### src/rtl/hazard_stall_ctrl.sv
// D-stage hazard detection: Tuse/Tnew register stalls plus a multiply/divide busy interlock.
// Tracks destination/Tnew of the E and M instructions and drives PC/D hold and the E bubble.
module hazard_src_chk (
  input  logic [4:0] src,
  input  logic [1:0] tuse,
  input  logic [4:0] a3e,
  input  logic [1:0] tnewe,
  input  logic [4:0] a3m,
  input  logic [1:0] tnewm,
  output logic       hit
);
  // $zero is never a real dependency, even when a bubble carries A3=0 downstream.
  assign hit = (src != 5'd0) &
               (((src == a3e) & (tuse < tnewe)) | ((src == a3m) & (tuse < tnewm)));
endmodule

module hazard_stall_ctrl #(
  parameter int MULT_CYCLES = 5,
  parameter int DIV_CYCLES  = 10
) (
  input  logic       clk,
  input  logic       reset,
  input  logic [4:0] rsD,
  input  logic [4:0] rtD,
  input  logic [1:0] TuseRs,
  input  logic [1:0] TuseRt,
  input  logic [4:0] A3D,
  input  logic [1:0] TnewD,
  input  logic       mdUseD,
  input  logic       mduStart,
  input  logic       mduIsDiv,
  output logic       stall,
  output logic       enPC,
  output logic       enD,
  output logic       FlushE,
  output logic       mduBusy
);
  localparam int MAXC = (MULT_CYCLES > DIV_CYCLES) ? MULT_CYCLES : DIV_CYCLES;
  localparam int CW   = $clog2(MAXC + 1);

  logic [4:0]       A3E, A3M;
  logic [1:0]       TnewE, TnewM;
  logic [CW-1:0]    mduCnt;
  logic [1:0][4:0]  src;
  logic [1:0][1:0]  tuse;
  logic [1:0]       hit;
  logic             stallMd;

  assign src  = {rtD, rsD};
  assign tuse = {TuseRt, TuseRs};

  generate
    for (genvar g = 0; g < 2; g++) begin : g_src
      hazard_src_chk u_chk (
        .src   (src[g]),
        .tuse  (tuse[g]),
        .a3e   (A3E),
        .tnewe (TnewE),
        .a3m   (A3M),
        .tnewm (TnewM),
        .hit   (hit[g])
      );
    end
  endgenerate

  assign mduBusy = (mduCnt != '0);
  // The start cycle itself blocks, so a dependent mfhi/mflo cannot slip in behind it.
  assign stallMd = mdUseD & (mduBusy | mduStart);
  assign stall   = hit[0] | hit[1] | stallMd;
  assign enPC    = ~stall;
  assign enD     = ~stall;
  assign FlushE  = stall;

  always_ff @(posedge clk or posedge reset) begin
    if (reset) begin
      A3E   <= '0;
      TnewE <= '0;
      A3M   <= '0;
      TnewM <= '0;
    end else begin
      // A stalled D instruction leaves a bubble in E rather than its own destination.
      A3E   <= stall ? 5'd0 : A3D;
      TnewE <= stall ? 2'd0 : TnewD;
      A3M   <= A3E;
      TnewM <= (TnewE == 2'd0) ? 2'd0 : TnewE - 2'd1;
    end
  end

  always_ff @(posedge clk or posedge reset) begin
    if (reset)
      mduCnt <= '0;
    else if (mduStart && !mduBusy)
      mduCnt <= mduIsDiv ? CW'(DIV_CYCLES) : CW'(MULT_CYCLES);
    else if (mduBusy)
      mduCnt <= mduCnt - 1'b1;
  end
endmodule

### config.mk
export PLATFORM = sky130hd
export DESIGN_NAME = hazard_stall_ctrl
export DESIGN_NICKNAME = d
export VERILOG_FILES = /design/src/rtl/hazard_stall_ctrl.sv
export SDC_FILE = /design/constraint.sdc
export NUM_CORES = 1
export LEC_CHECK = 0
export BUFFER_PORTS_ARGS = -buffer_cell sky130_fd_sc_hd__buf_2
export CORE_ASPECT_RATIO = 0.8
export CORE_MARGIN = 3
export CORE_UTILIZATION = 50
export CTS_BUF_LIST = sky130_fd_sc_hd__clkbuf_16
export DETAILED_ROUTE_END_ITERATION = 6
export PLACE_DENSITY = 0.86
export SYNTH_ARGS = -nofsm -noshare
export SYNTH_HDL_FRONTEND = slang
export SYNTH_HIERARCHICAL = 1
export SYNTH_SLANG_ARGS = --single-unit
### constraint.sdc
create_clock -name clk -period 3 [get_ports clk]
set_input_delay 0.3 -clock clk [delete_from_list [all_inputs] [get_ports clk]]
set_output_delay 0.3 -clock clk [all_outputs]
set_load 0.1 [all_outputs]
==> metrics.md, run 1 <==
| Metric | Value |
|---|---|
| Top post-synthesis cells by area | dfrtp_1 42%, xor2_1 9.8%, xnor2_1 7.3% |
| First-pass GRT wire length | 3.25 mm |
| Syn Area/Cell | 10.7 um^2 |
| Total gr overflow | 0 |
| Final setup vio count | 0 |
| Share of cells above drive strength 1 | 30.8% |
| CP arrival | 2340 ps |
| Core area | 1960 um^2 |
| Fillers | 147 |
| Startpoint Class | register |
| Switching power | 0.314 mW |
| Buf/Inv on CP | 2 |
| Largest fanout on the critical path | 10 |
| Most frequent cells in the layout | 30 x buf_2, 18 x dfrtp_1, 13 x inv_1, 12 x xor2_1, 9 x xnor2_1 |
| Worst Path Class, Setup | register to output pin |
| Tot Pwr | 0.899 mW |
| Setup TNS | 0 ps |
| Number of buffers on the longest clock path | 2 |
| Commonest non-fill, non-tap cell in the layout | buf_2 |
| Worst Tran Pin Value | 650 ps |
| Area of the multi-input gates | 563 um^2 |
| I/O pin cnt | 31 |
| Largest net degree at the start of global routing | 19 |
| Crit-path max cell delay | 500 ps |
| Post_cts resized | 0 |
| Final Max Slew Viols | 0 |
| Syn Inst Count | 101 |
| Sw Ratio | 34.9% |
| Die area | 2750 um^2 |
| CTS H-tree depth | 1 |
| Levels on crit path | 5 |
| Number of remaining DRC errors | 0 |
| VDD IR max | 0.734 mV |
| DRT iter0 DRCs | 14 |
| Die Y | 47.5 um |
| Final weighted congestion in routability-driven placement | 0.767 |
| Reg power frac | 37.5% |
| Net Count, Synth | 133 |
| Worst-Skew Late Latency | 250 ps |
| Routed WL | 2.04 mm |
| Global-route usage over all layers | 16.2% |
| Storage cell area | 450 um^2 |
| Static leakage | 0.621 nW |
| Synth unique cells | 25 |
| Hold_buf cts | 0 |
| HP Class | primary input to asynchronous set/reset pin |
| CP max stage cell | buf_2 |
| CTS Buf Count | 3 |
| Area leader, netlist | dfrtp_1 |
| Yosys top cell area share | 41.8% |
| Final Worst Setup Slack | 359 ps |
| Antenna cells | 0 |
| First-pass detailed-route iteration total | 4 |
| Clock skew | 4.25 ps |
| TritonCTS clock tree | done |
| Final period util | 88.0% |
| Max-Cap Viols | 0 |
| Initial core utilization | 54.9% |
| Vias in the first global route | 785 |
| Logic pwr share | 33.4% |
| Post-layout instance area | 1320 um^2 |
| Final Util | 67.3% |
| Die W | 57.9 um |
| Reg2reg path depth | 5 |
| DP Cell Count | 153 |
| Setup Slack @ Placement | 639 ps |
| Worst rel slew slack | 56.6% |
| #FFs+latches synth | 18 |
| Clk pwr share | 29.1% |
| Peak Freq | 379 MHz |
| Vias per inst | 5.10 |
| Postcts setup bufs | 0 |
| Initial antenna violation count | 0 |
| Data required, critical path | 2700 ps |
| Avg WL per Cell | 13.0 um |
| Fin Hold WS | 137 ps |
| Status | finished, final reports clean |
| Pwr Density | 680 nW/um^2 |
| Finished Layout Cells | 157 |
| Row count | 14 |
| Clk slew on worst S/H paths | 50 ps |
| Seq/Total Area, Yosys | 41.8% |
| Final hold vios | 0 |
| Clock sinks | 18 |
| Crit-path leading delay family | buffers and inverters |
| Detail Route Antenna Nets | 0 |
| Clock period minus worst slack | 2640 ps |
| # port buffers | 30 |
| Internal | 0.585 mW |
| Area growth syn-to-layout | 22.6% |
| Crit. End Element | output pin |
| Final HPWL DP | 1.70 mm |
| RSZ-0062 raised after global routing | no |
| Sequence of cells on the critical path | inv_1 -> ha_1 -> or4b_4 -> a211oi_4 -> buf_2 |
| Nets | 166 |
| Placed cell area | 1240 um^2 |
| Mapped Area | 1080 um^2 |
| DR vias | 801 |
| Warnings, synthesis | 6 |
| CTS root buffer | clkbuf_16 |
-- cell type report --
class                      count  share of cell area (%)
clock inverter                 1                   0.284
multi-input combinational     68                    42.6
timing repair buffer          30                    11.4
tap                           24                    2.27
clock buffer                   3                    5.68
sequential                    18                    34.1
inverter                      13                    3.69
-- Yosys cell counts --
cell type	instances
or4_1	2
nand4_1	4
a211oi_4	1
o21a_1	1
inv_1	13
buf_4	2
nor2b_1	1
nor3b_1	1
nand2_1	1
o21ai_0	6
o21ba_2	1
or4b_2	1
a211oi_1	1
and2_1	8
xor2_1	12
ha_1	6
nand3b_1	1
nor4_2	4
o211ai_1	1
o211a_1	1
dfrtp_1	18
nor2_1	2
a21oi_1	3
or4b_4	1
xnor2_1	9
-- worst register-to-register path: stages (launching register included) --
cell	delay, ps
dfrtp_1	410
inv_1	100
ha_1	200
or4b_4	490
a211oi_4	400
and2_1	180
-- layer usage --
layer | up-vias | track usage, % | share of wire [%]
met3 | 4 | 4.85 | 5.9
met2 | 23 | 30.0 | 52
met5 | - | 0 | 0
li1 | 404 | - | -
met4 | 0 | 6.02 | 1.5
met1 | 370 | 18.2 | 41
-- power groups by stage --
| stage | clock [mW] | combinational [mW] | sequential, mW |
|---|---|---|---|
| 3_5_place_dp | 0 | 0.301 | 0.339 |
| 3_3_place_gp | 0 | 0.287 | 0.336 |
| 4_1_cts | 0.266 | 0.301 | 0.337 |
| 2_1_floorplan | 0 | 0.241 | 0.327 |
| 5_1_grt | 0.276 | 0.323 | 0.342 |
| 6_report | 0.262 | 0.300 | 0.337 |
-- cells by family after synthesis --
group,synth area share [%]
compound gates,9.99
xor+xnor,17.1
fa+ha+maj,6.97
buf+inv,5.92
flops,41.8
simple gates,18.2
-- flip-flops by register name, summed over array words and instances, names as in the netlist --
signal  flops
TnewM       2
mduCnt      4
TnewE       2
A3M         5
A3E         5
-- path summary, 6_finish.rpt --
path | from | to | slack (ps)
setup / recovery | mduCnt[0] | enPC | 360
hold / removal | reset | A3M[4] | 140
setup reg to reg | mduCnt[0] | A3E[1] | 1160
hold reg to reg | A3E[4] | A3M[4] | 450
max in group asynchronous | reset | TnewM[0] | 2440
min in group clk | A3D[3] | A3E[3] | 260
No activity file was read; power rests on OpenSTA's default activity.
==> inputs of run 2 (changes only) <==
--- a/config.mk
+++ b/config.mk
@@ -6,12 +6,14 @@
 export NUM_CORES = 1
 export LEC_CHECK = 0
 export BUFFER_PORTS_ARGS = -buffer_cell sky130_fd_sc_hd__buf_2
+export CELL_PAD_IN_SITES_DETAIL_PLACEMENT = 0
+export CELL_PAD_IN_SITES_GLOBAL_PLACEMENT = 1
 export CORE_ASPECT_RATIO = 0.8
 export CORE_MARGIN = 3
-export CORE_UTILIZATION = 50
+export CORE_UTILIZATION = 41
 export CTS_BUF_LIST = sky130_fd_sc_hd__clkbuf_16
 export DETAILED_ROUTE_END_ITERATION = 6
-export PLACE_DENSITY = 0.86
+export PLACE_DENSITY = 0.91
 export SYNTH_ARGS = -nofsm -noshare
 export SYNTH_HDL_FRONTEND = slang
 export SYNTH_HIERARCHICAL = 1
==> metrics.md, run 2 (synthesis results as in run 1) <==
| Metric | Value |
|---|---|
| Final HPWL DP | 1.85 mm |
| Nets | 166 |
| Worst Path Class, Setup | register to output pin |
| Largest fanout on the critical path | 10 |
| Die W | 63.3 um |
| Die area | 3280 um^2 |
| # port buffers | 30 |
| DRT iter0 DRCs | 20 |
| Final weighted congestion in routability-driven placement | 0.882 |
| Vias in the first global route | 838 |
| Worst R2R Setup Slack | 1160 ps |
| Pwr Density | 666 nW/um^2 |
| VDD IR max | 0.424 mV |
| Fillers | 217 |
| Number of buffers on the longest clock path | 2 |
| Regs by FF count | A3E x5, A3M x5, mduCnt x4 |
| Final Max Slew Viols | 0 |
| Initial core utilization | 46.3% |
| Clk slew on worst S/H paths | 50 ps |
| CTS H-tree depth | 1 |
| Status | finished, final reports clean |
| Die Y | 51.8 um |
| Clock period minus worst slack | 2630 ps |
| Area growth syn-to-layout | 23.5% |
| Antenna cells | 0 |
| Core area | 2330 um^2 |
| Final hold vios | 0 |
| Worst R2R Start | mduCnt[0] |
| DR vias | 801 |
| Initial antenna violation count | 0 |
| Data required, critical path | 2700 ps |
| First-pass detailed-route iteration total | 4 |
| Avg WL per Cell | 13.1 um |
| I/O pin cnt | 31 |
| CTS Buf Count | 3 |
| Global-route usage over all layers | 15.5% |
| HP Class | primary input to asynchronous set/reset pin |
| Final setup vio count | 0 |
| Clock sinks | 18 |
| Number of remaining DRC errors | 0 |
| Most frequent cells in the layout | 30 x buf_2, 18 x dfrtp_1, 13 x inv_1, 12 x xor2_1, 9 x xnor2_1 |
| Hold_buf cts | 0 |
| Row count | 15 |
| First-pass GRT wire length | 3.81 mm |
| Clock skew | 2.02 ps |
| Worst Tran Pin Value | 652 ps |
| CTS root buffer | clkbuf_16 |
| Vias per inst | 4.83 |
| Crit. End Element | output pin |
| Placed cell area | 1250 um^2 |
| Routed WL | 2.17 mm |
| RSZ-0062 raised after global routing | no |
| Worst rel slew slack | 56.5% |
| CP arrival | 2330 ps |
| Total gr overflow | 0 |
| Detail Route Antenna Nets | 0 |
| TritonCTS clock tree | done |
| Largest net degree at the start of global routing | 19 |
| Tot Pwr | 0.886 mW |
| Post_cts resized | 0 |
| Final period util | 87.8% |
| Commonest non-fill, non-tap cell in the layout | buf_2 |
| Worst-Skew Late Latency | 240 ps |
| Max-Cap Viols | 0 |
| Post-layout instance area | 1330 um^2 |
| Setup Slack @ Placement | 642 ps |
| Final Worst Setup Slack | 366 ps |
| Static leakage | 0.620 nW |
| Postcts setup bufs | 0 |
| RR Endpoint | A3E[0] |
| Peak Freq | 380 MHz |
| Reg2reg path depth | 5 |
| Startpoint Class | register |
| Share of cells above drive strength 1 | 31.1% |
[run 2: layer usage]
layer / share of wire [%] / GRT usage, %
met2: 47 / 25.7
met5: 0 / 0
met3: 6.9 / 3.24
met4: 1.9 / 8.24
met1: 44 / 19.2
[run 2: power breakdown]
group          switching (mW)  internal, mW
Sequential             0.0487         0.290
Combinational           0.177         0.117
Clock                  0.0782         0.175
[run 2: area by class of cell]
type	instances	area, um^2	share of cell area (%)
multi-input cells	68	563	42.3
flip-flops and latches	18	450	33.9
repair buffers	30	150	11.3
clock buffers	3	75.1	5.64
inverters	13	48.8	3.67
well taps	34	42.5	3.20
[run 2: worst max path at each step]
stage / cells after the start / slack, ps / from / end
6_report: 5 / 370 / mduCnt[0] / enD
5_1_grt: 5 / 240 / mduCnt[1] / enPC
4_1_cts: 5 / 340 / mduCnt[0] / enPC
3_5_place_dp: 5 / 640 / mduCnt[0] / enPC
3_3_place_gp: 5 / 700 / mduCnt[0] / enPC
2_1_floorplan: 6 / -660 / mduCnt[0] / stall
[run 2: through the flow]
step	hold slack [ps]	util [%]	setup TNS (ps)	std cells
finish	142	57.2	0	166
global route	223	57.2	0	166
CTS	167	57.2	0	166
detailed placement	425	53.9	0	163
global placement	414	53.9	0	163
floorplan	239	-	-867	101
[run 2: critical path, stage by stage (launching register included)]
cell and delay (ps):
dfrtp_1 410, inv_1 90, ha_1 210, or4b_4 490, a211oi_4 380, buf_2 500
==> inputs of run 3 (changes only) <==
--- a/config.mk
+++ b/config.mk
@@ -14,6 +14,7 @@
 export CTS_BUF_LIST = sky130_fd_sc_hd__clkbuf_16
 export DETAILED_ROUTE_END_ITERATION = 6
 export PLACE_DENSITY = 0.91
+export SETUP_SLACK_MARGIN = 0.4
 export SYNTH_ARGS = -nofsm -noshare
 export SYNTH_HDL_FRONTEND = slang
 export SYNTH_HIERARCHICAL = 1
==> metrics.md, run 3 (synthesis results as in run 1) <==
| Metric | Value |
|---|---|
| RSZ-0062 raised after global routing | yes |
| Final Max Slew Viols | 0 |
| Worst Tran Pin Value | 652 ps |
| Die Y | 51.8 um |
| I/O pin cnt | 31 |
| Final Worst Setup Slack | 495 ps |
| Peak Freq | 399 MHz |
| Status | finished, final reports clean |
| Fillers | 217 |
| Initial core utilization | 46.3% |
| # port buffers | 30 |
| Final weighted congestion in routability-driven placement | 0.882 |
| Nets | 168 |
| First-pass GRT wire length | 3.81 mm |
| Most frequent cells in the layout | 26 x buf_2, 18 x dfrtp_1, 13 x inv_1, 12 x xor2_1, 9 x xnor2_1 |
| Placed cell area | 1250 um^2 |
| Number of buffers on the longest clock path | 2 |
| Number of remaining DRC errors | 0 |
| CTS Buf Count | 3 |
| Worst-Skew Late Latency | 240 ps |
| Finished Layout Cells | 168 |
| Vias per inst | 4.85 |
| Final HPWL DP | 1.85 mm |
| Worst Path Class, Setup | register to output pin |
| HP Class | primary input to asynchronous set/reset pin |
| TritonCTS clock tree | done |
| CTS H-tree depth | 1 |
| Initial antenna violation count | 0 |
| Die W | 63.3 um |
| Pwr Density | 662 nW/um^2 |
| Area growth syn-to-layout | 25.8% |
| Final Util | 58.2% |
| Clk slew on worst S/H paths | 50 ps |
| Startpoint Class | register |
| Post-layout instance area | 1360 um^2 |
| DRT iter0 DRCs | 16 |
| Clock skew | 2.53 ps |
| Final hold vios | 0 |
| Core area | 2330 um^2 |
| Final setup vio count | 0 |
| Sw Ratio | 34.2% |
| Global-route usage over all layers | 15.5% |
| Commonest non-fill, non-tap cell in the layout | buf_2 |
| Clock sinks | 18 |
| Final period util | 83.5% |
| Reg power frac | 37.9% |
| Static leakage | 0.633 nW |
| DP Cell Count | 163 |
| CP arrival | 2200 ps |
| First-pass detailed-route iteration total | 2 |
| Logic pwr share | 33.9% |
| Detail Route Antenna Nets | 0 |
| Internal | 0.590 mW |
| CTS root buffer | clkbuf_16 |
| Total gr overflow | 0 |
| Crit. End Element | output pin |
| Avg WL per Cell | 13.1 um |
| Data required, critical path | 2700 ps |
| Largest fanout on the critical path | 7 |
| Worst rel slew slack | 56.5% |
| Clock period minus worst slack | 2500 ps |
| DR vias | 814 |
| Max-Cap Viols | 0 |
| Die area | 3280 um^2 |
| Row count | 15 |
| Storage cell area | 450 um^2 |
| Clk pwr share | 28.2% |
| Share of cells above drive strength 1 | 32.1% |
| Switching power | 0.307 mW |
| Hold_buf cts | 0 |
| VDD IR max | 0.431 mV |
| Area of the multi-input gates | 563 um^2 |
| Setup Slack @ Placement | 642 ps |
| Routed WL | 2.20 mm |
| Vias in the first global route | 838 |
| Largest net degree at the start of global routing | 19 |
| Regs by FF count | A3E x5, A3M x5, mduCnt x4 |
| Antenna cells | 0 |
## run 3: changes by cell type in the layout (fill, tap and decap cells not counted)
cell | before | now
buf_4 | 0 | 4
buf_2 | 30 | 26
clkbuf_4 | 0 | 2
## run 3: repair_timing
action | CTS | global route
resized for setup | 0 | 6
endpoints found under the setup margin | 2 | 4
hold endpoints to repair | 0 | 0
setup buffers | 0 | 2
pin swaps | 0 | 1
## run 3: cell type report
class | count | area share (%)
timing repair buffer | 32 | 12.9
multi-input combinational | 68 | 41.6
tap | 34 | 3.14
sequential | 18 | 33.2
inverter | 13 | 3.60
clock buffer | 3 | 5.54
## run 3: final timing paths
check                      startpoint  endpoint  slack [ps]  cells after the start
setup / recovery            mduCnt[0]    FlushE         500                      6
hold / removal                  reset    A3E[3]         140                      2
setup reg to reg            mduCnt[0]  TnewE[1]         970                      7
hold reg to reg                A3E[3]    A3M[3]         460                      0
max in group asynchronous       reset    A3M[0]        2440                      2
min in group clk               A3D[2]    A3E[2]         260                      2
## run 3: worst max-delay path, cell delays in order (launching register included)
cell      delay, ps
dfrtp_1         410
inv_1            90
ha_1            210
or4b_4          490
a211oi_4        370
inv_1            90
clkbuf_4        290
## run 3: per-stage QoR
step	TNS, ps	hold WS, ps	power (mW)
floorplan	-867	239	0.568
global placement	0	414	0.626
detailed placement	0	425	0.639
CTS	0	167	0.896
global route	0	223	0.956
finish	0	142	0.897
## run 3: power by group through the flow
stage	clock, mW	sequential [mW]	combinational (mW)
floorplan	0	0.327	0.241
global placement	0	0.338	0.289
detailed placement	0	0.342	0.297
CTS	0.257	0.339	0.299
global route	0.269	0.348	0.339
finish	0.253	0.340	0.304
## run 3: routing by layer
| metal | track usage, % | routed length (um) |
|---|---|---|
| met5 | 0 | 0 |
| met2 | 25.7 | 1030 |
| met1 | 19.2 | 987 |
| met4 | 8.24 | 42 |
| met3 | 3.24 | 135 |
